### src/rtl/card_dealer_seq.sv
// card_dealer_seq
// Arbitrates the shared RNG card source between the initial four-card deal,
// dealer draws and player hits, while tracking a finite shoe so that
// exhausted ranks are never dealt. Each dealt card is tagged with its
// destination hand and slot index.
//
// Ports:
//   clk, reset            system clock, asynchronous active-high reset
//   rng_value             free-running RNG sample, consumed in DRAW
//   deal_start, shuffle   one-cycle command pulses
//   p_req, d_req          level requests held until the matching ack
//   p_ack, d_ack          one-cycle grants, coincident with card_valid
//   card_valid            strobe: card_rank/card_dest/card_slot valid
//   card_rank/dest/slot   last dealt card (held between strobes)
//   init_done             pulses with the 4th card of the initial deal
//   deal_error            pulses when a draw finds the shoe empty
//   busy                  FSM is not in IDLE
//   shoe_empty, cards_left  shoe status
//
// state  | meaning
// IDLE   | arbitrate: pending shuffle > deal_start > d_req > p_req
// DRAW   | sample rng_value until an available rank is accepted/forced
// EMIT   | present the registered card, ack the requester if any
// REFILL | reload every rank counter and cards_left
module card_dealer_seq #(
  parameter int NUM_DECKS = 1,
  parameter int MAX_RETRY = 15
) (
  input  logic       clk,
  input  logic       reset,
  input  logic [3:0] rng_value,
  input  logic       deal_start,
  input  logic       shuffle,
  input  logic       p_req,
  input  logic       d_req,
  output logic       p_ack,
  output logic       d_ack,
  output logic       card_valid,
  output logic [3:0] card_rank,
  output logic       card_dest,
  output logic [2:0] card_slot,
  output logic       init_done,
  output logic       deal_error,
  output logic       busy,
  output logic       shoe_empty,
  output logic [8:0] cards_left
);

  localparam int              RW        = (MAX_RETRY < 1) ? 1 : $clog2(MAX_RETRY + 1);
  localparam logic [5:0]      RANK_FULL = 6'(4 * NUM_DECKS);
  localparam logic [8:0]      SHOE_FULL = 9'(52 * NUM_DECKS);
  localparam logic [RW-1:0]   RETRY_MAX = RW'(MAX_RETRY);

  typedef enum logic [1:0] {IDLE, DRAW, EMIT, REFILL} state_t;
  typedef enum logic [1:0] {SRC_INIT, SRC_P, SRC_D} src_t;

  state_t        state, state_nxt;
  src_t          src;
  // Entries 0, 14 and 15 stay zero so any raw rng_value can index directly.
  logic [5:0]    cnt [0:15];
  logic          pend_shuffle;
  logic          req_block;
  logic [1:0]    init_step;
  logic [2:0]    p_slot, d_slot;
  logic [RW-1:0] retry;
  logic [3:0]    low_rank, pick_rank;
  logic          rng_ok, take, pick_dest;

  assign shoe_empty = (cards_left == 9'd0);
  assign busy       = (state != IDLE);
  assign rng_ok     = (cnt[rng_value] != 6'd0);
  assign take       = !shoe_empty && (rng_ok || (retry == RETRY_MAX));
  assign pick_rank  = rng_ok ? rng_value : low_rank;
  assign pick_dest  = (src == SRC_INIT) ? init_step[0] : (src == SRC_D);

  always_comb begin
    low_rank = 4'd1;
    for (int i = 13; i >= 1; i--)
      if (cnt[i] != 6'd0) low_rank = 4'(i);
  end

  always_ff @(posedge clk or posedge reset) begin
    if (reset) state <= IDLE;
    else       state <= state_nxt;
  end

  always_comb begin
    state_nxt  = state;
    p_ack      = 1'b0;
    d_ack      = 1'b0;
    card_valid = 1'b0;
    init_done  = 1'b0;
    deal_error = 1'b0;
    case (state)
      IDLE: begin
        if (pend_shuffle || shuffle)
          state_nxt = REFILL;
        else if (deal_start || ((d_req || p_req) && !req_block))
          state_nxt = DRAW;
      end
      DRAW: begin
        if (shoe_empty) begin
          deal_error = 1'b1;
          state_nxt  = IDLE;
        end else if (take) begin
          state_nxt = EMIT;
        end
      end
      EMIT: begin
        card_valid = 1'b1;
        p_ack      = (src == SRC_P);
        d_ack      = (src == SRC_D);
        if (src == SRC_INIT && init_step != 2'd3) begin
          state_nxt = DRAW;
        end else begin
          init_done = (src == SRC_INIT);
          state_nxt = IDLE;
        end
      end
      REFILL:  state_nxt = IDLE;
      default: state_nxt = IDLE;
    endcase
  end

  always_ff @(posedge clk or posedge reset) begin
    if (reset) begin
      for (int i = 0; i < 16; i++)
        cnt[i] <= (i >= 1 && i <= 13) ? RANK_FULL : 6'd0;
      cards_left   <= SHOE_FULL;
      pend_shuffle <= 1'b0;
      req_block    <= 1'b0;
      init_step    <= 2'd0;
      p_slot       <= 3'd0;
      d_slot       <= 3'd0;
      retry        <= '0;
      src          <= SRC_INIT;
      card_rank    <= 4'd0;
      card_dest    <= 1'b0;
      card_slot    <= 3'd0;
    end else begin
      case (state)
        IDLE: begin
          retry <= '0;
          if (!(pend_shuffle || shuffle)) begin
            if (deal_start) begin
              src       <= SRC_INIT;
              init_step <= 2'd0;
              p_slot    <= 3'd0;
              d_slot    <= 3'd0;
            end else if (d_req && !req_block) begin
              src <= SRC_D;
            end else if (p_req && !req_block) begin
              src <= SRC_P;
            end
          end
        end
        DRAW: begin
          if (shoe_empty) begin
            // Hold off requests until a refill so an empty shoe reports once.
            req_block <= 1'b1;
          end else if (take) begin
            cnt[pick_rank] <= cnt[pick_rank] - 6'd1;
            cards_left     <= cards_left - 9'd1;
            card_rank      <= pick_rank;
            card_dest      <= pick_dest;
            retry          <= '0;
            if (pick_dest) begin
              card_slot <= d_slot;
              if (d_slot != 3'd7) d_slot <= d_slot + 3'd1;
            end else begin
              card_slot <= p_slot;
              if (p_slot != 3'd7) p_slot <= p_slot + 3'd1;
            end
          end else begin
            retry <= retry + 1'b1;
          end
        end
        EMIT: begin
          retry <= '0;
          if (src == SRC_INIT) init_step <= init_step + 2'd1;
        end
        REFILL: begin
          for (int i = 0; i < 16; i++)
            cnt[i] <= (i >= 1 && i <= 13) ? RANK_FULL : 6'd0;
          cards_left   <= SHOE_FULL;
          pend_shuffle <= 1'b0;
          req_block    <= 1'b0;
        end
        default: ;
      endcase
      // A shuffle seen outside IDLE is remembered; written last so a pulse
      // arriving during REFILL itself is not lost.
      if (state != IDLE && shuffle) pend_shuffle <= 1'b1;
    end
  end

endmodule

### config.mk
export PLATFORM = sky130hd
export DESIGN_NAME = card_dealer_seq
export DESIGN_NICKNAME = d
export VERILOG_FILES = /design/src/rtl/card_dealer_seq.sv
export SDC_FILE = /design/constraint.sdc
export NUM_CORES = 1
export LEC_CHECK = 0
export ABC_CLOCK_PERIOD_IN_PS = 4960
export BUFFER_PORTS_ARGS = -buffer_cell sky130_fd_sc_hd__buf_2
export CAP_MARGIN = 20
export CORE_MARGIN = 8
export CORE_UTILIZATION = 45
export CTS_CLUSTER_SIZE = 30
export DETAILED_ROUTE_END_ITERATION = 6
export GPL_TIMING_DRIVEN = 0
export SYNTH_ARGS = -nofsm -noshare
export SYNTH_HDL_FRONTEND = slang
export SYNTH_SLANG_ARGS = --single-unit
### constraint.sdc
create_clock -name clk -period 4.96 [get_ports clk]
set_input_delay 0.248 -clock clk [delete_from_list [all_inputs] [get_ports clk]]
set_output_delay 0.248 -clock clk [all_outputs]
set_load 0.05 [all_outputs]
==> results.ini, run 1 <==
[timing]
slew_viol_final = 0
max_freq_mhz = 207.1
min_period_ps = 4829
setup_viol = 0
period_share_pct = 97.37
hold_viol = 0
grt_setup_unrepaired = yes
fin_skew_ps = 10.93
tightestPinTransition_ps = 890.8
worst_slack_ps = 130.7
slew_headroom_pct = 40.61

[global_routing]
grtUsageMet1_pct = 36.33
antenna_found_initial = 1
busiest_layer = met1
grt_usage_pct = 24.90
grt_pass1_wl_um = 41390
grt-ovfl-total = 0
grt_max_degree = 70
grt_use_met2_pct = 35.42
met3_usage_pct = 5.037
first_global_vias = 7052

[die]
die_area_mm2 = 0.02141
io_pins = 34
fp.dieH_um = 146.3
start_util_pct = 46.08
die_x_um = 146.3
core_area_mm2 = 0.01658
fp-row-count = 47

[setup_path]
critPathRequiredTime_ps = 5250
cp-start-kind = flip-flop
critPathKind = flip-flop to flip-flop
critPathMaxStageDelay_ps = 520
worst_path_most_repeated_cell = buf_4
crit_chain = nor4_2 -> nand2_1 -> mux4_2 -> o2111a_1 -> buf_2 -> a211o_1 -> o21ai_4 -> buf_4 -> mux2_2 -> a22o_1 -> nor3_2 -> and2_1 -> ha_2 -> nor3b_4 -> xnor2_2 -> buf_4 -> clkbuf_4 -> o21ai_0
cpMaxStageDelayCell = mux4_2
cp_max_fo = 9
worstSetupEndpointType = flip-flop
worstPathArrival_ps = 5120

[hold_path]
hold_path.class = input port to flip-flop

[cells_and_area]
register_area_mm2 = 0.003298
drive_gt1_share_pct = 17.84
nets = 958
design_area_mm2 = 0.009075
layout_commonest_cell = dfrtp_1
multi_input_area_mm2 = 0.004238
num_antenna_cells = 0
area_growth_pct = 18.77
fill_cells = 1569
layout_common_cells = dfrtp_1, nand2_1, o21ai_0

[power_and_ir_drop]
p_clk_share_pct = 22.0
seqPwrFrac_pct = 28.9
p_int_mw = 3.139
leakagePower_nw = 4.032
netSwitchingPower_mw = 2.761
sw_frac_of_total_pct = 46.80
irDropWorstVdd_mv = 0.3118
combPwrFrac_pct = 49.1
powerDensity_mw_per_mm2 = 650.2

[logic_synthesis]
ys_async_sr_fraction_pct = 100.0
ys_types = 68
synthesis.nets = 889
synth.cell_area_mm2 = 0.007641
synth_flop_cell = dfrtp_1
synthCells = 871
synth-edff-count = 0
yosysSeqAreaShare_pct = 43.16
yosysWarnings = 0
syn_avg_cell_area_um2 = 8.773
synth-seq-cells = 131

[clock_tree]
root_buffer = clkbuf_16
clockBufferDepth = 2
clk_latency_ps = 420
htreeDepth = 4
clk_pin_slew_ps = 60
cts_buffers = 17
cts_tree = done
cts_sinks = 131

[routing]
drt_iter0_markers = 1015
antenna_left = 0
dr.pass1.iters = 7
wire_per_inst_um = 22.69
vias = 7418
totalWireLength_um = 26620
post-route-drc-count = 2
drt-vias-per-instance = 6.324

[placement]
place_ws_ps = -1616
place.gp.congestion = 0.9843
dpl_cell_area_mm2 = 0.008114
dp_hpwl_um = 19080
numPortBuffers = 33

[run]
cap_violations = 0

[outcome]
violations = DRC
status = finished with violations

[power groups by stage]
stage               Clock (mW)  Combinational [mW]  Sequential (mW)
detailed placement           0                2.45             1.69
floorplan                    0                1.47             1.75
CTS                       1.31                2.69             1.68
global route              1.35                3.07             1.73
finish                    1.30                2.90             1.70
global placement             0                2.43             1.70
[cell families after synthesis]
kind of cell	count (synthesis)	share of synthesized area (%)
compound gates	217	18.44
fa+ha+maj	8	1.310
simple gates	403	26.67
xor+xnor	7	0.9007
mux	41	5.944
flops	131	43.16
buf+inv	64	3.570
[state kept, by name, summed over array words and instances (netlist names)]
| signal | flops |
|---|---|
| cnt | 96 |
| cards_left | 9 |
| card_rank | 4 |
| retry | 4 |
| card_slot | 3 |
| d_slot | 3 |
| p_slot | 3 |
| init_step | 2 |
| src | 2 |
| state | 2 |
| card_dest | 1 |
| pend_shuffle | 1 |
| req_block | 1 |
[path summary, 6_finish.rpt]
path                                          start                        to  slack (ps)  cells past startpoint
setup / recovery                cnt[85]$_DFFE_PP0P_       cnt[28]$_DFFE_PP0P_         130                     18
hold reg to reg            card_rank[3]$_DFFE_PP0P_  card_rank[3]$_DFFE_PP0P_         480                      1
hold / removal                              shuffle  pend_shuffle$_DFFE_PP0P_          90                      3
min in group asynchronous                     reset       cnt[64]$_DFFE_PP0P_         450                      3
max in group asynchronous                     reset       cnt[32]$_DFFE_PP1P_        3710                      4
setup reg to reg                cnt[85]$_DFFE_PP0P_       cnt[28]$_DFFE_PP0P_         130                     18
[metal layers]
metal | routed length, um | share of wire, % | vias up
met5 | 0 | 0 | -
met4 | 718 | 2.7 | 0
met3 | 2393 | 9.0 | 55
met2 | 11430 | 43 | 369
met1 | 12080 | 45 | 3643
li1 | - | - | 3351
[layout make-up]
cell class              instances  area share (%)
clock buffers                  23           5.487
repair buffers                 51           3.557
multi-input cells             676           46.70
flip-flops and latches        131           36.34
inverters                      16          0.7169
plain buffers                  47           2.882
clock inverters                 9           1.282
well taps                     220           3.033
[critical path, delay by kind of cell (launching register included)]
family	cells	cell delay, ps
flops	1	410
buf+inv	4	730
xor+xnor	1	140
fa+ha+maj	1	220
mux	2	880
compound gates	5	1120
simple gates	5	1180
[through the flow]
stage	setup TNS, ps	cells	hold slack (ps)	total power [mW]	util, %
detailed placement	-61380	1125	379.3	4.145	48.93
floorplan	0	871	347.7	3.228	-
global route	-108.5	1173	86.24	6.156	54.72
CTS	0	1164	78.93	5.687	53.64
finish	0	1173	88.44	5.900	54.72
global placement	-114520	1124	460.0	4.125	48.73
[timing repair]
item | in CTS | in global routing
gates resized for setup | 27 | 27
endpoints found under the hold margin | 52 | 0
cloned | 1 | 0
endpoints found under the setup margin | 87 | 66
setup buffers | 5 | 10
pin swaps | 3 | 5
hold buffers | 1 | 0
[Yosys cell counts (7+ instances only)]
cell / number / share of area [%]
dfrtp_1: 115 / 38
ha_1: 8 / 1.3
nand3_1: 95 / 6.2
a21oi_1: 29 / 1.9
nand4_1: 10 / 0.82
o211ai_1: 8 / 0.79
or3_1: 8 / 0.66
a21o_1: 15 / 1.5
nor2_1: 52 / 2.6
mux2_2: 14 / 2.1
nand2b_1: 27 / 2.2
a211oi_1: 7 / 0.69
clkbuf_1: 36 / 1.8
nor3_1: 16 / 1.0
inv_1: 16 / 0.79
nor4_1: 18 / 1.5
mux2i_1: 24 / 3.1
dfstp_2: 16 / 5.5
and3_1: 24 / 2.0
and2_1: 10 / 0.82
o21ai_0: 100 / 6.5
nand2_1: 115 / 5.6
(Power assumes the default switching activity.)
==> run 2, diff against run 1 <==
--- a/config.mk
+++ b/config.mk
@@ -13,6 +13,7 @@
 export CTS_CLUSTER_SIZE = 30
 export DETAILED_ROUTE_END_ITERATION = 6
 export GPL_TIMING_DRIVEN = 0
+export PLACE_DENSITY = 0.75
 export SYNTH_ARGS = -nofsm -noshare
 export SYNTH_HDL_FRONTEND = slang
 export SYNTH_SLANG_ARGS = --single-unit
==> results.ini, run 2 (synthesis results as in run 1) <==
[outcome]
status = complete, no violations

[setup_path]
worstPathArrival_ps = 5200
path_delay_family = simple AND/OR/NAND/NOR gates
crit_chain = nor4_1 -> nand2_1 -> mux4_2 -> o2111a_1 -> buf_2 -> nor2_4 -> buf_4 -> mux2_2 -> buf_4 -> nand3b_1 -> o22ai_1 -> nor4_4 -> buf_4 -> nand4b_4 -> xnor2_4 -> buf_4 -> a21o_1
worstSetupEndpointType = flip-flop
worst_path_most_repeated_cell = buf_4
critPathRequiredTime_ps = 5320
cp_max_fo = 10
path_depth = 17
reg2reg_depth = 17
cpMaxStageDelayCell = mux4_2
critPathKind = flip-flop to flip-flop
cp-start-kind = flip-flop
path_buf_inv = 5
critPathMaxStageDelay_ps = 560

[timing]
period_share_pct = 97.53
slew_viol_final = 0
tightestPinTransition_ps = 773.8
holdWs_ps = 81.83
totalNegativeSetupSlack_ps = 0
worst_slack_ps = 122.4
setup_viol = 0
slew_headroom_pct = 47.94
fin_skew_ps = 10.41
min_period_ps = 4838
max_freq_mhz = 206.7
hold_viol = 0

[die]
die_area_mm2 = 0.02141
fp.dieH_um = 146.3
start_util_pct = 46.08
io_pins = 34
core_area_mm2 = 0.01658
die_x_um = 146.3
fp-row-count = 47

[power_and_ir_drop]
leakagePower_nw = 3.993
power.total_mw = 5.697
powerDensity_mw_per_mm2 = 631.6
irDropWorstVdd_mv = 0.5927

[routing]
drt-vias-per-instance = 6.468
highest_layer = met4
met1_length_um = 10820
totalWireLength_um = 26080
wl_met3_um = 2623
post-route-drc-count = 0
drt_iter0_markers = 1058
wire_per_inst_um = 22.33
wl_met2_um = 11640
vias = 7555
antenna_left = 0
dr.pass1.iters = 6

[placement]
dpl_cell_area_mm2 = 0.008114
place_ws_ps = -1634
dp_hpwl_um = 18500
dp.cells = 1125
place.gp.congestion = 0.9759
numPortBuffers = 33

[cells_and_area]
largest_reg_flops = 96
num_antenna_cells = 0
nets = 953
layout_commonest_cell = dfrtp_1
multi_input_area_mm2 = 0.004260
post-route-util_pct = 54.39
area_growth_pct = 18.04
design_area_mm2 = 0.009020
layout_common_cells = dfrtp_1, nand2_1, o21ai_0
fill_cells = 1478
register_area_mm2 = 0.003298
drive_gt1_share_pct = 17.09
stdcell_count = 1168
regMostFlops = cnt
largestRegisters = cnt: 96 flops, cards_left: 9 flops

[global_routing]
grt-ovfl-total = 0
grt_max_degree = 72
grt_usage_pct = 23.94
antenna_found_initial = 0
grt_pass1_wl_um = 40080
first_global_vias = 6967

[clock_tree]
clockBufferDepth = 2
root_buffer = clkbuf_16
clk_latency_ps = 430
clk_pin_slew_ps = 60
htreeDepth = 4
cts_buffers = 17
cts_sinks = 131
cts_tree = done

[run]
cap_violations = 0

[hold_path]
hold_depth = 2
hold_path.class = input port to flip-flop

## run 2: cell types whose count changed in the layout (fill, tap and decap cells not counted), sizes merged
cell      change
clkinvlp      +2
inv           -3
clkinv        +1
clkbuf        -2
bufinv        +1
buf           -4
## run 2: path summary, 6_finish.rpt
path / startpoint / to / slack, ps
worst max-delay path: cnt[73]$_DFFE_PP0P_ / cnt[87]$_DFFE_PP0P_ / 120
worst min-delay path: deal_start / src[1]$_DFFE_PP0P_ / 80
worst max register to register: cnt[73]$_DFFE_PP0P_ / cnt[87]$_DFFE_PP0P_ / 120
worst min register to register: card_rank[3]$_DFFE_PP0P_ / card_rank[3]$_DFFE_PP0P_ / 490
max in group asynchronous: reset / cards_left[2]$_DFFE_PP1P_ / 3690
min in group asynchronous: reset / cnt[73]$_DFFE_PP0P_ / 500
## run 2: what timing repair did
action,CTS,global route
resized for setup,28,25
setup endpoints to repair,82,62
cloned,0,0
buffers inserted,2,9
pin swaps,2,3
hold buffers,1,0
hold endpoints to repair,59,0
## run 2: routing by layer
layer / GRT usage (%) / vias up
li1: - / 3343
met1: 31.09 / 3670
met2: 36.44 / 463
met3: 6.304 / 79
met4: 11.54 / 0
met5: 0 / -
## run 2: cell type report
cell class / count / area share, %
Multi-Input combinational cell: 676 / 47.23
Sequential cell: 131 / 36.57
Clock buffer: 22 / 5.035
Timing Repair Buffer: 46 / 3.163
Tap cell: 220 / 3.052
Buffer: 47 / 2.760
Clock inverter: 10 / 1.470
Inverter: 16 / 0.7213
## run 2: report_power, final
group	leakage [nW]	internal [mW]	switching, mW
combinational	1.98	0.865	1.85
sequential	1.73	1.38	0.327
clock	0.280	0.799	0.467
total	3.99	3.05	2.65
==> run 3, diff against run 2 <==
--- a/config.mk
+++ b/config.mk
@@ -5,7 +5,7 @@
 export SDC_FILE = /design/constraint.sdc
 export NUM_CORES = 1
 export LEC_CHECK = 0
-export ABC_CLOCK_PERIOD_IN_PS = 4960
+export ABC_CLOCK_PERIOD_IN_PS = 5300
 export BUFFER_PORTS_ARGS = -buffer_cell sky130_fd_sc_hd__buf_2
 export CAP_MARGIN = 20
 export CORE_MARGIN = 8
@@ -13,7 +13,7 @@
 export CTS_CLUSTER_SIZE = 30
 export DETAILED_ROUTE_END_ITERATION = 6
 export GPL_TIMING_DRIVEN = 0
-export PLACE_DENSITY = 0.75
+export PLACE_DENSITY = 0.72
 export SYNTH_ARGS = -nofsm -noshare
 export SYNTH_HDL_FRONTEND = slang
 export SYNTH_SLANG_ARGS = --single-unit
==> constraint.sdc (replaced) <==
create_clock -name clk -period 5.3 [get_ports clk]
set_input_delay 0.265 -clock clk [delete_from_list [all_inputs] [get_ports clk]]
set_output_delay 0.265 -clock clk [all_outputs]
set_load 0.05 [all_outputs]
==> results.ini, run 3 (synthesis results as in run 1) <==
[placement]
dp_hpwl_um = 18560
place_ws_ps = -1292
numPortBuffers = 33
place.gp.congestion = 1.010
dp.cells = 1125

[die]
fp.dieH_um = 146.3
io_pins = 34
start_util_pct = 46.08
die_area_mm2 = 0.02141
core_area_mm2 = 0.01658
die_x_um = 146.3
fp-row-count = 47

[cells_and_area]
area_growth_pct = 15.93
num_antenna_cells = 0
drive_gt1_share_pct = 14.93
layout_commonest_cell = dfrtp_1
stdcell_count = 1158
nets = 944
regMostFlops = cnt
register_area_mm2 = 0.003298
largestRegisters = cnt: 96 flops, cards_left: 9 flops
layout_common_cells = dfrtp_1, nand2_1, o21ai_0
multi_input_area_mm2 = 0.004187
fill_cells = 1517
post-route-util_pct = 53.42
largest_reg_flops = 96

[global_routing]
grt_usage_pct = 24.45
grt_pass1_wl_um = 40900
grt_max_degree = 91
first_global_vias = 7088
antenna_found_initial = 1
grt-ovfl-total = 0

[hold_path]
hp-start = deal_start
hold_depth = 2
hold_path.class = input port to flip-flop
min_to = src[1]$_DFFE_PP0P_

[power_and_ir_drop]
irDropWorstVdd_mv = 0.4494
p_clk_share_pct = 22.9
powerDensity_mw_per_mm2 = 590.2
p_int_mw = 2.791
netSwitchingPower_mw = 2.437
sw_frac_of_total_pct = 46.61
power.total_mw = 5.228
combPwrFrac_pct = 46.7
seqPwrFrac_pct = 30.4
leakagePower_nw = 3.930

[routing]
dr.pass1.iters = 7
drt_iter0_markers = 969
totalWireLength_um = 26130
post-route-drc-count = 3
antenna_left = 0
vias = 7541
wire_per_inst_um = 22.56
drt-vias-per-instance = 6.512

[timing]
period_share_pct = 97.76
min_period_ps = 5181
slew_headroom_pct = 47.84
tightestPinTransition_ps = 782.4
slew_viol_final = 0
max_freq_mhz = 193.0
hold_viol = 0
totalNegativeSetupSlack_ps = 0
worst_slack_ps = 118.6
setup_viol = 0
fin_skew_ps = 8.724

[clock_tree]
clk_latency_ps = 420
clockBufferDepth = 2
root_buffer = clkbuf_16
htreeDepth = 4
clk_pin_slew_ps = 60
cts_sinks = 131
cts_tree = done
cts_buffers = 17

[outcome]
status = finished with violations
violations = DRC

[run]
cap_violations = 0

[setup_path]
critPathMaxStageDelay_ps = 530
startpoint = cnt[85]$_DFFE_PP0P_
path_buf_inv = 4
regToRegStartpoint = cnt[85]$_DFFE_PP0P_
cp_max_fo = 10
r2r_end = cnt[46]$_DFFE_PP0P_
cp-start-kind = flip-flop
path_delay_family = simple AND/OR/NAND/NOR gates
critPathRequiredTime_ps = 5590
worst_path_most_repeated_cell = clkbuf_4
worstPathArrival_ps = 5470
critPathKind = flip-flop to flip-flop
reg2reg_depth = 17
worstSetupEndpointType = flip-flop
crit_chain = nor4_1 -> nand2_1 -> mux4_2 -> o2111a_1 -> buf_2 -> nor2_4 -> mux2_2 -> clkbuf_1 -> nor3b_1 -> a22o_1 -> nor4_4 -> clkbuf_4 -> ha_1 -> nor3b_2 -> xnor2_2 -> clkbuf_4 -> o21ai_0
r2r_slack_ps = 120
cpMaxStageDelayCell = mux4_2

run 3: cell types whose count changed in the layout (fill, tap and decap cells not counted), sizes merged:
cell	before	now
clkbuf	57	60
buf	57	49
clkinv	4	2
clkinvlp	3	0
run 3: cell type report:
cell class / instances / area share, %
Inverter: 16 / 0.7345
Buffer: 47 / 2.556
Multi-Input combinational cell: 676 / 47.26
Sequential cell: 131 / 37.23
Tap cell: 220 / 3.107
Timing Repair Buffer: 37 / 2.458
Clock buffer: 26 / 5.523
Clock inverter: 5 / 1.130
run 3: routing by layer:
layer | vias up | routed length, um | global-route usage (%)
li1 | 3314 | - | -
met1 | 3621 | 10820 | 32.37
met2 | 507 | 11300 | 35.60
met3 | 97 | 2733 | 7.138
met4 | 2 | 1258 | 12.57
met5 | - | 13 | 0
run 3: power groups by stage:
stage	combinational [mW]	sequential, mW	clock [mW]
after floorplan	1.38	1.64	0
after global placement	2.24	1.57	0
after detailed placement	2.28	1.58	0
after CTS	2.36	1.57	1.20
after global routing	2.60	1.61	1.25
final	2.44	1.59	1.20
run 3: worst max-delay path by stage:
stage,slack (ps),cells after the start,to
3_3_place_gp,-1280,18,cnt[22]$_DFFE_PP0P_
3_5_place_dp,-1290,15,cnt[46]$_DFFE_PP0P_
5_1_grt,-0.4,17,cnt[92]$_DFFE_PP0P_
6_report,120,17,cnt[46]$_DFFE_PP0P_
4_1_cts,-0.6,17,cnt[46]$_DFFE_PP0P_
2_1_floorplan,650,18,cnt[16]$_DFFE_PP0P_
run 3: what timing repair did:
| item | CTS | global route |
|---|---|---|
| endpoints found under the hold margin | 34 | 0 |
| buffers inserted | 1 | 1 |
| setup endpoints to repair | 68 | 44 |
| pin swaps | 1 | 1 |
| hold buffers | 1 | 0 |
| resized for setup | 21 | 9 |
run 3: stage by stage:
step,cell area (um2),hold slack (ps)
after floorplan,7641,364.7
after global placement,8082,465.9
after detailed placement,8114,304.7
after CTS,8817,99.36
after global routing,8859,120.7
final,8859,105.4
